===== config.mk =====
export PLATFORM = sky130hd
export DESIGN_NAME = apb_regbank_slave
export DESIGN_NICKNAME = d
export VERILOG_FILES = /design/src/rtl/apb_regbank_pkg.sv /design/src/rtl/apb_wait_ctr.sv /design/src/rtl/apb_regbank_slave.sv
export SDC_FILE = /design/constraint.sdc
export NUM_CORES = 1
export LEC_CHECK = 0
export BUFFER_PORTS_ARGS = -buffer_cell sky130_fd_sc_hd__buf_4
export CAP_MARGIN = 0
export CORE_MARGIN = 2
export CORE_UTILIZATION = 24
export DETAILED_ROUTE_END_ITERATION = 10
export GPL_ROUTABILITY_DRIVEN = 1
export PLACE_DENSITY = 0.47
export SLEW_MARGIN = 20
export SYNTH_ARGS = -nofsm -noshare
export SYNTH_HDL_FRONTEND = slang
export SYNTH_SLANG_ARGS = --single-unit

===== constraint.sdc =====
create_clock -name PCLK -period 4 [get_ports PCLK]
set_input_delay 0.4 -clock PCLK [delete_from_list [all_inputs] [get_ports PCLK]]
set_output_delay 0.4 -clock PCLK [all_outputs]
set_load 0.05 [all_outputs]

===== src/rtl/apb_regbank_pkg.sv =====
// Shared types and helpers for the APB register bank slave.
// Holds the FSM state type and the address/lane arithmetic.
package apb_regbank_pkg;

  typedef enum logic [1:0] {
    IDLE,
    WAIT,
    RESP
  } state_t;

  function automatic int addr_lsb(input int data_w);
    return $clog2(data_w / 8);
  endfunction

  function automatic int lane_lsb(input int lane);
    return lane * 8;
  endfunction

  function automatic logic misaligned(
    input logic [31:0] addr,
    input int          lsb
  );
    logic [31:0] m;
    m = (32'd1 << lsb) - 32'd1;
    return (addr & m) != 32'd0;
  endfunction

endpackage


===== src/rtl/apb_wait_ctr.sv =====
// Wait-state down-counter for the APB register bank slave.
// Loaded at setup; done flags the last wait cycle.
module apb_wait_ctr #(
  parameter int CNT_W = 4
) (
  input  logic             clk,
  input  logic             rst_n,
  input  logic             load,
  input  logic             dec,
  input  logic [CNT_W-1:0] load_val,
  output logic             done
);

  logic [CNT_W-1:0] cnt;

  always_ff @(posedge clk or negedge rst_n) begin
    if (!rst_n) begin
      cnt <= '0;
    end else if (load) begin
      cnt <= load_val;
    end else if (dec && cnt != '0) begin
      cnt <= cnt - CNT_W'(1);
    end
  end

  assign done = (cnt == CNT_W'(1));

endmodule


===== src/rtl/apb_regbank_slave.sv =====
// APB slave exposing a bank of byte-strobed registers.
// Register 0 is a read-only ID; wait states are programmable.
module apb_regbank_slave
  import apb_regbank_pkg::*;
#(
  parameter int          DATA_W      = 32,
  parameter int          NUM_REGS    = 8,
  parameter int          WAIT_STATES = 1,
  parameter logic [31:0] ID_VALUE    = 32'h0000_0006,
  parameter logic [NUM_REGS-1:0] RO_MASK = NUM_REGS'(1)
) (
  input  logic                       PCLK,
  input  logic                       PRESET,
  input  logic                       PSEL,
  input  logic                       PENABLE,
  input  logic                       PWRITE,
  input  logic [31:0]                PADDR,
  input  logic [DATA_W-1:0]          PWDATA,
  output logic [DATA_W-1:0]          PRDATA,
  input  logic [DATA_W/8-1:0]        PSTRB,
  output logic                       PREADY,
  output logic                       PSLVERR,
  output logic [NUM_REGS*DATA_W-1:0] REGS_OUT
);

  localparam int LSB   = addr_lsb(DATA_W);
  localparam int IDX_W = $clog2(NUM_REGS);
  localparam int NB    = DATA_W / 8;

  state_t              state;
  logic [31:0]         addr_q;
  logic                write_q;
  logic                err_q;
  logic [DATA_W-1:0]   wdata_q;
  logic [NB-1:0]       strb_q;
  logic [IDX_W-1:0]    idx_q;

  logic [DATA_W-1:0]   regs [NUM_REGS];
  logic [DATA_W-1:0]   view [NUM_REGS];

  logic [31:0]         cur_addr;
  logic                cur_write;
  logic [31:0]         word;
  logic [IDX_W-1:0]    idx_c;
  logic                in_range;
  logic                err_c;
  logic [DATA_W-1:0]   rd_c;
  logic                setup;
  logic                done;
  logic                enter_resp;
  logic                commit;

  // WAIT_STATES=0 enters RESP from IDLE, so decode the live bus there.
  assign cur_addr  = (state == IDLE) ? PADDR : addr_q;
  assign cur_write = (state == IDLE) ? PWRITE : write_q;

  // Full word compare so high address bits cannot alias into range.
  assign word     = cur_addr >> LSB;
  assign idx_c    = word[IDX_W-1:0];
  assign in_range = word < 32'(NUM_REGS);

  assign err_c = misaligned(cur_addr, LSB) || !in_range ||
                 (cur_write && (idx_c == '0 || RO_MASK[idx_c]));

  assign rd_c  = view[idx_c];
  assign setup = PSEL && !PENABLE;

  assign enter_resp =
    (state == IDLE && setup && WAIT_STATES == 0) ||
    (state == WAIT && PSEL && done);

  assign commit = (state == RESP) && PSEL && write_q && !err_q;

  apb_wait_ctr #(
    .CNT_W(4)
  ) u_wait_ctr (
    .clk      (PCLK),
    .rst_n    (PRESET),
    .load     (state == IDLE && setup),
    .dec      (state == WAIT && PSEL),
    .load_val (4'(WAIT_STATES)),
    .done     (done)
  );

  always_ff @(posedge PCLK or negedge PRESET) begin
    if (!PRESET) begin
      state   <= IDLE;
      PREADY  <= 1'b0;
      PSLVERR <= 1'b0;
      PRDATA  <= '0;
      addr_q  <= '0;
      write_q <= 1'b0;
      err_q   <= 1'b0;
      wdata_q <= '0;
      strb_q  <= '0;
      idx_q   <= '0;
    end else begin
      PREADY  <= enter_resp;
      PSLVERR <= enter_resp && err_c;
      if (enter_resp && !cur_write) begin
        PRDATA <= err_c ? '0 : rd_c;
      end
      unique case (state)
        IDLE: begin
          if (setup) begin
            addr_q  <= PADDR;
            write_q <= PWRITE;
            err_q   <= err_c;
            wdata_q <= PWDATA;
            strb_q  <= PSTRB;
            idx_q   <= idx_c;
            state   <= (WAIT_STATES == 0) ? RESP : WAIT;
          end
        end
        WAIT: begin
          if (!PSEL) begin
            state <= IDLE;
          end else if (done) begin
            state <= RESP;
          end
        end
        RESP: state <= IDLE;
        default: state <= IDLE;
      endcase
    end
  end

  always_ff @(posedge PCLK or negedge PRESET) begin
    if (!PRESET) begin
      for (int i = 0; i < NUM_REGS; i++) begin
        regs[i] <= '0;
      end
    end else if (commit) begin
      for (int b = 0; b < NB; b++) begin
        if (strb_q[b]) begin
          regs[idx_q][lane_lsb(b) +: 8] <=
            wdata_q[lane_lsb(b) +: 8];
        end
      end
    end
  end

  always_comb begin
    for (int i = 0; i < NUM_REGS; i++) begin
      view[i] = regs[i];
    end
    view[0] = ID_VALUE[DATA_W-1:0];
  end

  for (genvar g = 0; g < NUM_REGS; g++) begin : g_out
    assign REGS_OUT[g*DATA_W +: DATA_W] = view[g];
  end

endmodule


## After elaboration in Yosys (flattened, before gate mapping)

Memories as Yosys holds them, arrays and structs flattened.
Cells that the tools add are included.

| word-level totals | value |
|---|---|
| register bits after elaboration | 369 |
| memory bits (read-only) | 8 |
| word-level logic and storage cells | 91 |
| memories | 1 |

Memory list:

| name | words | bits a word | read ports | clocked after Yosys merged registers in | wr ports | line | source |
|---|---|---|---|---|---|---|---|
| (no name shown) | 8 | 1 | 1 | 0 | 0 | apb_regbank_slave.sv:63 | `(cur_write && (idx_c == '0 \|\| RO_MASK[idx_c]));` |

| operators by class | value |
|---|---|
| $add $sub $neg | 1 |
| order comparisons | 5 |
| equality and inequality tests | 5 |
| mux-type cells | 32 |
| bitwise logic cells | 2 |
| reductions and logical operators | 26 |

Operators by type and width:

| operator | number |
|---|---|
| $mux W256 | 7 |
| $bwmux W256 | 4 |
| $demux W32 S3 | 4 |
| $mux W32 | 5 |
| $bmux W32 S3 | 1 |
| $reduce_bool A32 Y1 | 1 |
| $lt A30 B4 Y1 const B | 1 |
| $mux W24 | 1 |
| $mux W16 | 1 |
| $logic_and A1 B1 Y1 | 12 |
| $ge A4 B4 Y1 const B | 2 |
| $mux W4 | 2 |
| $mux W8 | 1 |
| $not A3 Y4 | 2 |
| $mux W2 | 3 |
| $eq A4 B1 Y1 const B | 1 |
| $logic_not A1 Y1 | 4 |
| $lt A3 B4 Y1 const B | 1 |
| $lt A4 B1 Y1 const B | 1 |
| $pmux W2 S2 | 1 |
| $reduce_and A2 Y1 | 2 |
| $reduce_bool A4 Y1 | 1 |
| $sub A4 B1 Y4 const B | 1 |
| $logic_not A3 Y1 | 1 |
| other kinds (8) | 11 |

## Longest topological paths before layout

Gate-level depths: netlist (run 1).

| depth | value |
|---|---|
| word-level depth | 16 |
| depth in mapped cells | 9 |
| gate-level depth less buffers | 6 |

## Modules after synthesis

A second synthesis (run 1) with hierarchy kept.

| second synthesis, totals | value |
|---|---|
| cell total of the unflattened synthesis | 1256 |
| area total of the unflattened synthesis | 15125.8 um^2 |

By module, submodules not included:

| module | instances | cells an instance | area an instance (um^2) | sequential area each (um^2) |
|---|---|---|---|---|
| apb_regbank_slave | 1 | 1227 | 14843.0 | 8333.0 |
| apb_wait_ctr | 1 | 29 | 282.8 | 100.1 |

## Worst setup path after synthesis (run 1)

No wires, ideal clock.

| timing | value |
|---|---|
| path type | register to register |
| start point | reg state[0] |
| end point | reg PRDATA[0] |
| library setup time | 0.128 ns |
| arrival time | 1.876 ns |
| required time | 3.872 ns |
| setup slack | 1.996 ns |
| stages on the path, launching flop included | 8 |
| cell sequence | dfrtp_1 > buf_4 > nor2_4 > mux2i_1 > buf_2 > mux2_2 > a221oi_1 > o31ai_2 |

| between the ends | value |
|---|---|
| cells in the longest elaborated chain, start to end | 8 |
| elaborated cells on any way between the ends | 23 |
| classes of those cells | order compare (1); eq/ne (1); mux (7); bitwise (1); reduce/logical (12); memory (1) |

RTL lines:

| item | line | source |
|---|---|---|
| start, declared | apb_regbank_slave.sv:30 | `state_t state;` |
| start signal, assigned | apb_regbank_slave.sv:112 | `state <= (WAIT_STATES == 0) ? RESP : WAIT;` |
| parallel branches: the longest is 8 deep, another holds $lt A30 B4 Y1 | -- |  |
| end signal, assigned | apb_regbank_slave.sv:101 | `PRDATA <= err_c ? '0 : rd_c;` |
| end, declared | apb_regbank_slave.sv:19 | `output logic [DATA_W-1:0] PRDATA,` |

Several ways; the timed one is not identified. The select of a mux whose other input is x is not followed.
A chain may end at the register's enable or synchronous reset.

## Final worst setup path (run 1)

| timing | value |
|---|---|
| start point | reg state[1] |
| end point | reg PRDATA[10] |

The elaborated chain is that of the path after synthesis.

==> summary.md, run 1 <==
| Metric | Value |
|---|---|
| Status | finished, final reports clean |
| Min-Delay Path Class | input port to flip-flop |
| Yosys warning count | 0 |
| FF/Latch Area | between 8000 and 9000 um2 |
| Area of the multi-input gates | 6250 um2 |
| Detailed Route Iter0 Violations | 611 |
| Worst setup EP type | flip-flop |
| Synth Register Bits | 337 |
| Vias after detailed routing | 11,200 |
| Post-route DRC | 0 |
| Grt ovf | 0 |
| Worst Skew | 10.6 ps |
| Period utilization | 69.6% |
| Crit Path Max Fanout | 32 |
| DP Worst Slack | about 1100 ps |
| Post-Route Setup TNS | 0 ps |
| Die H | between 200 and 300 um |
| Worst-margin pin slew | 1090 ps |
| Area delta synth->final | 33.4% |
| Bufs on Longest Clock Path | 3 |
| Initial antenna violation count | 0 |
| Port bufs | 330 |
| GPL Wtd Cong | 0.765 |
| Core area | 61,800 um2 |
| CP cell instances | nor2_4 > mux2i_4 > buf_4 > mux2_2 > a221oi_1 > o31ai_2 |
| Pwr Density | 508 nW/um2 |
| Hold slack | 44.3 ps |
| H-tree depth | 2 |
| Number of max-cap violations | 0 |
| Max Clock Freq | 0.359 GHz |
| Critical path class | flip-flop to flip-flop |
| Clk sinks | between 300 and 400 |
| Worst path depth | 6 |
| Fill count | 6,240 |
| DIE AREA | 64,800 um2 |
| Final worst slack | between 1000 and 1500 ps |
| CTS Buf Count | 44 |
| WP buf/inv | 1 |
| Worst rel slew slack | about 27% |
| Syn_area_per_cell | 12.1 um2 |
| Slowest CP cell | buf_4 |
| Clk Latency, worst-skew pair | roughly 560 ps |
| Final min period | approximately 2800 ps |
| Post-DP Area | 18,500 um2 |
| Ports | 363 |
| Final Util | between 30% and 40% |
| Maximum vdd drop | 0.244 mV |
| Synth Instances | 1,249 |
| First-pass GRT wire length | 80.7 mm |
| Synth unique cells | 45 |
| Top FF cell, synth | dfrtp_1 |
| Clk Tree Root Cell | clkbuf_16 |
| Hold depth | 3 |
| Final Cell Area | 20,100 um2 |
| Vias in the first global route | 11,400 |
| Worst Setup Start Kind | flip-flop |
| Clock transition at path regs | ~60 ps |
| Worst Path Required | 4410 ps |
| Worst Path Arrival | ~3200 ps |
| Register area share after synthesis | approximately 56% |
| EDFF count, synth | 0 |
| Fraction of registers with async set/reset | 100% |
| Row cnt | 91 |
| Reg2Reg Depth | 6 |
| Final Max Tran Viols | 0 |
| RSZ-0062 raised after global routing | false |
| Post-Syn Area | 15,100 um2 |
| Layout cell share with drive strength beyond 1 | around 44% |
| Remaining antenna violation count | 0 |
| TritonRoute pass-1 iters | 5 |
| Post-DP HPWL | 38.0 mm |
| DR WL/cell | approximately 23 um |
| DRT Wirelength | 56.4 mm |
| Antenna Diode Count | 0 |
| Final nets | 1,678 |
| Leakage | slightly above 10 nW |
| Final Hold Vio Count | 0 |
| Crit path max-delay family | multiplexers |
| Number of setup violations in the final report | 0 |
| CTS tree | yes |
| Via/cell ratio | 4.53 |
| Die W | 254 um |
| Max incr delay on CP | around 560 ps |
| Pin count of the biggest net entering global routing | about 120 |
| Initial Util | approximately a quarter |
| Gr usage total | 17.2% |
==> state kept, by name, summed over array words and instances (netlist names) <==
register        cells
PSLVERR             1
addr_q             32
PRDATA             32
idx_q               3
u_wait_ctr.cnt      4
REGS_OUT          224
strb_q              4
err_q               1
write_q             1
PREADY              1
wdata_q            32
state               2
==> layer usage <==
| layer | part of all wire (%) | wire length (um) | vias up | track usage [%] |
|---|---|---|---|---|
| met1 | 45 | 25200 | 5715 | 23.0 |
| met3 | 6.3 | 3580 | 78 | 4.59 |
| met4 | 2.6 | 1460 | 0 | 5.13 |
| li1 | - | - | 5082 | - |
| met5 | 0 | 0 | - | 0 |
| met2 | 46 | 26200 | 329 | 27.1 |
==> cells in the mapped netlist (4+ instances only) <==
cell type	n	share of area, %
a32o_1	31	2.1
nor4_1	12	0.50
mux2i_1	33	2.2
o31ai_2	29	2.4
nand4_1	4	0.17
nor3b_1	6	0.30
nor2_1	12	0.30
buf_4	36	1.8
mux2_2	257	19
and3_1	6	0.25
clkbuf_1	36	0.90
a21oi_1	6	0.20
a221oi_1	30	1.7
buf_6	6	0.45
nor3_1	6	0.20
inv_1	4	0.10
o21ai_1	4	0.13
buf_2	17	0.56
dfrtp_1	337	56
nand2_1	339	8.4
==> power breakdown <==
group | total [W] | switching (W) | internal [W]
sequential | 0.00420 | 0.000455 | 0.00374
combinational | 0.00204 | 0.00137 | 0.000667
clock | 0.00396 | 0.00156 | 0.00240
total | 0.0102 | 0.00339 | 0.00681
==> worst reg2reg max path: stages, from the launching register on <==
cell,delay [ps]
dfrtp_1,480
nor2_4,430
mux2i_4,290
buf_4,560
mux2_2,440
a221oi_1,330
o31ai_2,100
==> placed cells by master, fill, tap and decap left out, types with 5 or more instances in the layout <==
cell type      instances
dfrtp_1              337
nor3b_1                5
mux2_2               257
clkbuf_1              11
nor3_1                 6
clkbuf_16             45
conb_1                32
dlygate4sd3_1         20
nor4_1                12
buf_4                348
clkbuf_8               8
o31ai_2               29
a32o_1                31
mux2i_1               32
clkinv_2               6
and3_1                 6
nor2_1                12
a221oi_1              30
nand2_1              339
a21oi_1                6
==> cell families after synthesis <==
group,after synthesis,share of synthesized area (%)
compound gates,113,7.18
xor+xnor,2,0.116
fa+ha+maj,2,0.166
buf+inv,99,3.81
flops,337,56.0
mux,292,21.6
other cells,2,0.0499
simple gates,402,11.1
==> what timing repair did <==
item | CTS | global route
setup buffers | 0 | 0
endpoints found under the hold margin | 43 | 0
gates resized for setup | 0 | 0
hold buffers | 20 | 0
==> final cells by class <==
cell class | instances | area share [%]
clock buffers | 64 | 6.36
clock inverters | 13 | 0.772
repair buffers | 373 | 14.5
well taps | 837 | 5.21
inverters | 4 | 0.0748
flip-flops and latches | 337 | 42.0
multi-input cells | 843 | 31.1
==> final timing paths <==
kind                                              from                        end  slack (ps)
worst min-delay path                         PADDR[10]     addr_q[10]$_DFFE_PN0P_          40
max in group asynchronous                       PRESET  REGS_OUT[171]$_DFFE_PN0P_        2510
min in group asynchronous                       PRESET   REGS_OUT[69]$_DFFE_PN0P_         570
worst max register to register    state[1]$_DFFE_PN0P_     PRDATA[10]$_DFFE_PN0P_        1220
worst max-delay path              state[1]$_DFFE_PN0P_     PRDATA[10]$_DFFE_PN0P_        1220
worst min register to register  addr_q[23]$_DFFE_PN0P_     addr_q[23]$_DFFE_PN0P_         470
==> stage by stage <==
| stage | power (W) | cells |
|---|---|---|
| global route | 0.0107 | 2471 |
| finish | 0.0102 | 2471 |
| floorplan | 0.00541 | 1279 |
| global placement | 0.00627 | 2374 |
| detailed placement | 0.00631 | 2374 |
| CTS | 0.0104 | 2471 |
No activity file was read; power rests on OpenSTA's default activity.
==> run 2: changes to the inputs <==
--- a/config.mk
+++ b/config.mk
@@ -5,13 +5,14 @@
 export SDC_FILE = /design/constraint.sdc
 export NUM_CORES = 1
 export LEC_CHECK = 0
+export ABC_AREA = 1
 export BUFFER_PORTS_ARGS = -buffer_cell sky130_fd_sc_hd__buf_4
 export CAP_MARGIN = 0
 export CORE_MARGIN = 2
 export CORE_UTILIZATION = 24
 export DETAILED_ROUTE_END_ITERATION = 10
 export GPL_ROUTABILITY_DRIVEN = 1
-export PLACE_DENSITY = 0.47
+export PLACE_DENSITY = 0.49
 export SLEW_MARGIN = 20
 export SYNTH_ARGS = -nofsm -noshare
 export SYNTH_HDL_FRONTEND = slang
==> constraint.sdc (replaced) <==
create_clock -name PCLK -period 2.5 [get_ports PCLK]
set_input_delay 0.25 -clock PCLK [delete_from_list [all_inputs] [get_ports PCLK]]
set_output_delay 0.25 -clock PCLK [all_outputs]
set_load 0.05 [all_outputs]
==> run 2 against run 1 <==
Compared with the run above: total power is 74% higher; non-clock buffer count is 77 higher; die area is 0.64% higher; highest routed layer unchanged.
==> summary.md, run 2 <==
| Metric | Value |
|---|---|
| Vias after detailed routing | 13,900 (+24%) |
| Post-DP Area | 18,500 um2 (about the same) |
| Synth unique cells | 24 (-47%) |
| Crit Path Max Fanout | 33 (+3.1%) |
| Register area share after synthesis | 55.6% (-0.36 points) |
| Detailed Route Iter0 Violations | 1,133 (+85%) |
| Clock transition at path regs | 60 ps (about the same) |
| Share of the synthesized area in the top cell type | 55.6% (-0.36 points) |
| Period utilization | 83.6% (+14 points) |
| CTS Buf Count | 42 (-4.5%) |
| Leakage | 10.0 nW (-2.2%) |
| Max Clock Freq | 0.478 GHz (+33%) |
| Status | finished, final reports clean |
| Synth top area cells | dfrtp_1 56%, nand2_1 19%, o21ai_0 9.2%, nand3_1 5.4%, buf_4 2.2% |
| DR WL/cell | 19.1 um (-16%) |
| H-tree depth | 2 (unchanged) |
| RSZ-0062 raised after global routing | false |
| Initial Util | 24.2% (-0.20 points) |
| Pwr Density | 862 nW/um2 (+70%) |
| Clk Latency, worst-skew pair | 560 ps (about the same) |
| Clk Tree Root Cell | clkbuf_16 |
| Gr usage total | 18.0% (+0.84 points) |
| Port bufs | 330 (unchanged) |
| Synth area leader | dfrtp_1 |
| Worst-margin pin slew | 730 ps (-359 ps) |
| Final worst slack | 409 ps (-808 ps) |
| Worst rel slew slack | 51.4% (+24 points) |
| Final nets | 2,309 (+38%) |
| Remaining antenna violation count | 0 (unchanged) |
| FF/Latch Area | 8430 um2 (unchanged) |
| Area of the multi-input gates | 5760 um2 (-7.8%) |
| GPL Wtd Cong | 0.827 (+8.1%) |
| Fraction of registers with async set/reset | 100% (unchanged) |
| Worst setup EP type | flip-flop |
| Worst Path Required | 2940 ps (-1470 ps) |
| Worst R2R End | PRDATA[24]$_DFFE_PN0P_ |
| DP Worst Slack | 410 ps (-738 ps) |
| Number of setup violations in the final report | 0 (unchanged) |
| Most frequent cell after synthesis | nand2_1 |
| Top FF cell, synth | dfrtp_1 |
| Pin count of the biggest net entering global routing | 79 (-35%) |
| Worst Path Arrival | 2530 ps (-660 ps) |
| EDFF count, synth | 0 (unchanged) |
| Critical path class | flip-flop to flip-flop |
| Antenna Diode Count | 0 (unchanged) |
| Worst Setup Start Kind | flip-flop |
| DIE AREA | 65,200 um2 (+0.64%) |
| Die H | 255 um (+0.32%) |
| Worst Hold Path EP | state[1]$_DFFE_PN0P_ |
| Final Max Tran Viols | 0 (unchanged) |
| Bufs on Longest Clock Path | 3 (unchanged) |
| Most common library cells after synthesis | 762 x nand2_1, 337 x dfrtp_1, 278 x o21ai_0 |
| Hold Crit Start | PSEL |
| Final Util | 32.8% (+0.33 points) |
| Area delta synth->final | 35.9% |
| Reg2Reg Depth | 9 (+3) |
| Synth Instances | 1,836 (+47%) |
| Ports | 363 (unchanged) |
| Final Cell Area | 20,600 um2 (+2.5%) |
| Syn_area_per_cell | 8.26 um2 (-32%) |
| Worst Skew | 13.4 ps (+2.77 ps) |
| Die W | 255 um (+0.32%) |
| DRT Wirelength | 59.5 mm (+5.4%) |
| Number of max-cap violations | 0 (unchanged) |
| Post-DP HPWL | 42.3 mm (+11%) |
| Maximum vdd drop | 0.570 mV (+130%) |
| Most frequent cells in the layout | 755 x nand2_1, 371 x buf_4, 337 x dfrtp_1 |
| Post-Route Setup TNS | 0 ps (unchanged) |
| Via/cell ratio | 4.47 (-1.4%) |
| PostCTS Resize Cnt | 0 (unchanged) |
| Vias in the first global route | 13,800 (+21%) |
| Overall power | 0.0178 W (+74%) |
| Core area | 62,700 um2 (+1.5%) |
| Clk sinks | 337 (unchanged) |
| Max FFs per register | 224 (unchanged) |
| Post-Syn Area | 15,200 um2 (+0.65%) |
| Hold depth | 3 (unchanged) |
| Post-route DRC | 0 (unchanged) |
| Worst R2R Start | state[1]$_DFFE_PN0P_ |
| Final min period | 2090 ps (-692 ps) |
| Layout cell share with drive strength beyond 1 | 20.8% (-23 points) |
| Initial antenna violation count | 0 (unchanged) |
| Reg2Reg Setup Slack | 410 ps (-810 ps) |
| Fill count | 6,598 (+5.7%) |
| Final Hold Vio Count | 0 (unchanged) |
| Min-Delay Path Class | input port to flip-flop |
| First-pass GRT wire length | 89.7 mm (+11%) |
| CTS tree | yes |
| Commonest non-fill, non-tap cell in the layout | nand2_1 |
| TritonRoute pass-1 iters | 5 (unchanged) |
| Synth Register Bits | 337 (unchanged) |
| Row cnt | 92 (+1.1%) |
| Grt ovf | 0 (unchanged) |
| Yosys warning count | 0 (unchanged) |
## run 2: changes by cell type in the layout (fill, tap and decap cells not counted), moves of 32 or more
cell | previous run | this run
nand2_1 | 339 | 755
o21ai_0 | 3 | 278
mux2_2 | 257 | 0
nand3_1 | 3 | 164
inv_1 | 4 | 64
dlygate4sd3_1 | 20 | 70
mux2i_1 | 32 | 0
## run 2: area by class of cell
cell class,instances,area share [%]
multi-input cells,1336,28.0
flip-flops and latches,337,41.0
inverters,67,1.22
clock buffers,55,5.78
well taps,846,5.14
repair buffers,450,17.8
clock inverters,19,1.14
## run 2: worst max path at each step
stage | start | end | slack, ps | depth (start not counted)
2_1_floorplan | err_q$_DFFE_PN0P_ | REGS_OUT[166]$_DFFE_PN0P_ | 880 | 7
3_3_place_gp | state[0]$_DFFE_PN0P_ | addr_q[17]$_DFFE_PN0P_ | 450 | 7
3_5_place_dp | state[1]$_DFFE_PN0P_ | PRDATA[24]$_DFFE_PN0P_ | 410 | 9
4_1_cts | state[1]$_DFFE_PN0P_ | PRDATA[30]$_DFFE_PN0P_ | 410 | 9
5_1_grt | state[1]$_DFFE_PN0P_ | PRDATA[5]$_DFFE_PN0P_ | 260 | 10
6_report | state[1]$_DFFE_PN0P_ | PRDATA[24]$_DFFE_PN0P_ | 410 | 9
## run 2: metal layers
layer	global-route usage, %	share of wire [%]
met3	4.31	7.4
met5	0	0
met1	23.8	43
met2	29.1	46
met4	5.62	2.9
## run 2: through the flow
| step | std cells | hold slack [ps] |
|---|---|---|
| after floorplan | 1866 | -45.6 |
| after global placement | 2966 | 319 |
| after detailed placement | 2966 | 326 |
| after CTS | 3110 | 37.7 |
| after global routing | 3110 | 68.4 |
| final | 3110 | 75.9 |
## run 2: what timing repair did
action / 4_1_cts / 5_1_grt
setup buffers: 0 / 0
hold buffers: 70 / 0
endpoints found under the hold margin: 136 / 0
## run 2: cells by family after synthesis
logic type / share of synthesized area (%)
simple gates: 26.4
flops: 55.6
compound gates: 10.4
buf+inv: 7.40
fa+ha+maj: 0.165
other cells: 0.0495
## run 2: critical path, cell delays in order, from the launching register on
cell     delay (ps)
dfrtp_1         420
nor2_4          290
nand2_1         110
nand2_2         130
buf_4           490
nand3_1         220
nand2_1         110
a21oi_1          60
nand2_1          80
nand2_1          40
## run 2: where the power goes
group	internal (W)	switching (W)
sequential	0.00603	0.000291
combinational	0.00139	0.00371
clock	0.00387	0.00246
total	0.0113	0.00646
==> run 3: changes to the inputs <==
--- a/config.mk
+++ b/config.mk
@@ -12,7 +12,7 @@
 export CORE_UTILIZATION = 24
 export DETAILED_ROUTE_END_ITERATION = 10
 export GPL_ROUTABILITY_DRIVEN = 1
-export PLACE_DENSITY = 0.49
+export PLACE_DENSITY = 0.47
 export SLEW_MARGIN = 20
 export SYNTH_ARGS = -nofsm -noshare
 export SYNTH_HDL_FRONTEND = slang
==> constraint.sdc (replaced) <==
create_clock -name PCLK -period 2.1 [get_ports PCLK]
set_input_delay 0.21 -clock PCLK [delete_from_list [all_inputs] [get_ports PCLK]]
set_output_delay 0.21 -clock PCLK [all_outputs]
set_load 0.05 [all_outputs]
==> run 3 against run 2 <==
Compared with the run above: first-iteration DRC count rose by 0.18%; total power increased by 21%; sequential share of layout area is 0.73 points lower; clock skew grew 1.1 ps; routed wire length increased by 1.1%; setup slack lost 250 ps; clock power rose by 21%; register-to-register slack got worse by 250 ps; highest routed layer unchanged.
==> summary.md, run 3 (synthesis results as in run 2) <==
| Metric | Value |
|---|---|
| Detailed Route Iter0 Violations | 1,135 (+0.18%) |
| Die W | 255 um (unchanged) |
| Initial antenna violation count | 0 (unchanged) |
| Crit Path Max Fanout | 16 (-52%) |
| Post-route DRC | 0 (unchanged) |
| Grt ovf | 0 (unchanged) |
| Status | finished, final reports clean |
| Max FFs per register | 224 (unchanged) |
| DIE AREA | 65,200 um2 (unchanged) |
| Final Max Tran Viols | 0 (unchanged) |
| Via/cell ratio | 4.51 (+0.97%) |
| Initial Util | 24.2% (unchanged) |
| Row cnt | 92 (unchanged) |
| Worst Path Arrival | 2430 ps (-100 ps) |
| Antenna Diode Count | 0 (unchanged) |
| Worst Path Required | 2600 ps (-340 ps) |
| RSZ-0062 raised after global routing | false |
| FF/Latch Area | 8430 um2 (unchanged) |
| Pwr Density | 1020 nW/um2 (+19%) |
| Fill count | 6,638 (+0.61%) |
| Final std cells w/o fill | 3,147 (+1.2%) |
| Clk sinks | 337 (unchanged) |
| Remaining antenna violation count | 0 (unchanged) |
| Final min period | 1940 ps (-154 ps) |
| GPL Wtd Cong | 0.824 (-0.34%) |
| Clk Tree Root Cell | clkbuf_16 |
| Ports | 363 (unchanged) |
| Commonest non-fill, non-tap cell in the layout | nand2_1 |
| CTS Buf Count | 42 (unchanged) |
| TritonRoute pass-1 iters | 7 (+2) |
| Worst-margin pin slew | 532 ps (-197 ps) |
| Number of setup violations in the final report | 0 (unchanged) |
| Period utilization | 92.2% (+8.6 points) |
| Clock transition at path regs | 60 ps (about the same) |
| Worst Setup Start Kind | flip-flop |
| Most frequent cells in the layout | 755 x nand2_1, 399 x buf_4, 337 x dfrtp_1 |
| Vias after detailed routing | 14,200 (+2.2%) |
| Max Clock Freq | 0.516 GHz (+7.9%) |
| DR WL/cell | 19.1 um (-0.12%) |
| Worst Skew | 14.5 ps (+1.06 ps) |
| Post-DP HPWL | 43.1 mm (+1.9%) |
| First-pass GRT wire length | 89.5 mm (-0.24%) |
| Vias in the first global route | 13,400 (-2.8%) |
| Setup bufs post-CTS | 0 (unchanged) |
| Placed cell count | 3,000 (+1.1%) |
| Post-Route Setup TNS | 0 ps (unchanged) |
| Worst setup EP type | flip-flop |
| Maximum vdd drop | 0.559 mV (-2.0%) |
| Worst rel slew slack | 64.5% (+13 points) |
| Die H | 255 um (unchanged) |
| CTS tree | yes |
| DRT Wirelength | 60.1 mm (+1.1%) |
| Number of max-cap violations | 0 (unchanged) |
| Area of the multi-input gates | 5760 um2 (about the same) |
| Port bufs | 330 (unchanged) |
| Overall power | 0.0215 W (+21%) |
| Core area | 62,700 um2 (unchanged) |
| Final Hold Vio Count | 0 (unchanged) |
| Pin count of the biggest net entering global routing | 67 (-15%) |
| Critical path class | flip-flop to flip-flop |
| H-tree depth | 2 (unchanged) |
| Area delta synth->final | 38.3% |
| Clk Latency, worst-skew pair | 560 ps (about the same) |
| Final nets | 2,343 (+1.5%) |
| Bufs on Longest Clock Path | 3 (unchanged) |
| Layout cell share with drive strength beyond 1 | 21.9% (+1.1 points) |
| Gr usage total | 18.0% (about the same) |
| Leakage | 10.2 nW (+1.9%) |
| Min-Delay Path Class | input port to flip-flop |
==> run 3: cell count changes in the layout (fill, tap and decap cells not counted), sizes merged <==
cell	before	now
clkbuf	55	66
buf	380	414
bufinv	5	3
clkinv	9	6
clkinvlp	3	2
inv	69	67
==> run 3: report_power, final <==
part	switching, W	internal (W)
Sequential	0.000335	0.00718
Clock	0.00295	0.00470
Combinational	0.00450	0.00182
==> run 3: final timing paths <==
| path | depth (start not counted) | endpoint | startpoint | slack [ps] |
|---|---|---|---|---|
| hold reg to reg | 1 | u_wait_ctr.cnt[3]$_DFFE_PN0P_ | u_wait_ctr.cnt[3]$_DFFE_PN0P_ | 460 |
| max in group asynchronous | 3 | wdata_q[29]$_DFFE_PN0P_ | PRESET | 1140 |
| setup / recovery | 10 | PRDATA[21]$_DFFE_PN0P_ | state[1]$_DFFE_PN0P_ | 160 |
| min in group asynchronous | 2 | REGS_OUT[132]$_DFFE_PN0P_ | PRESET | 180 |
| setup reg to reg | 10 | PRDATA[21]$_DFFE_PN0P_ | state[1]$_DFFE_PN0P_ | 160 |
| hold / removal | 3 | PREADY$_DFF_PN0_ | PSEL | 30 |
==> run 3: stage by stage <==
stage          hold slack [ps]  setup WS (ps)  cell area, um2  util, %
2_1_floorplan            -85.6            481           15300        -
3_3_place_gp               185            143           18800     30.0
3_5_place_dp               186           86.4           18800     30.0
4_1_cts                   44.9           86.0           21000     33.4
5_1_grt                   24.9           33.2           21000     33.4
6_report                  28.9            163           21000     33.4
==> run 3: cell type report <==
cell class                 count  share of cell area (%)
multi-input combinational   1336                    27.5
sequential                   337                    40.2
clock buffer                  66                    6.32
timing repair buffer         484                    19.0
tap                          846                    5.05
inverter                      67                    1.20
clock inverter                11                   0.680
==> run 3: repair_timing <==
item / CTS / global route
endpoints found under the hold margin: 169 / 0
endpoints found under the setup margin: 0 / 7
gates resized for setup: 0 / 1
hold buffers: 70 / 0
==> run 3: layer usage <==
| layer | vias to the layer above | part of all wire (%) | track usage, % |
|---|---|---|---|
| met1 | 6851 | 44 | 24.0 |
| li1 | 6724 | - | - |
| met2 | 532 | 46 | 28.5 |
| met3 | 101 | 7.5 | 4.69 |
| met5 | - | 0 | 0 |
| met4 | 0 | 2.8 | 5.69 |
==> run 3: worst max-delay path, cell delays in order (launching register included) <==
cell and delay (ps):
dfrtp_1 430, nor2_4 280, nand2_2 130, nand2_4 190
nor2_1 70, nand2_1 60, nand2_1 90, nor3_4 260
buf_12 200, nand2_1 70, nand2_1 70
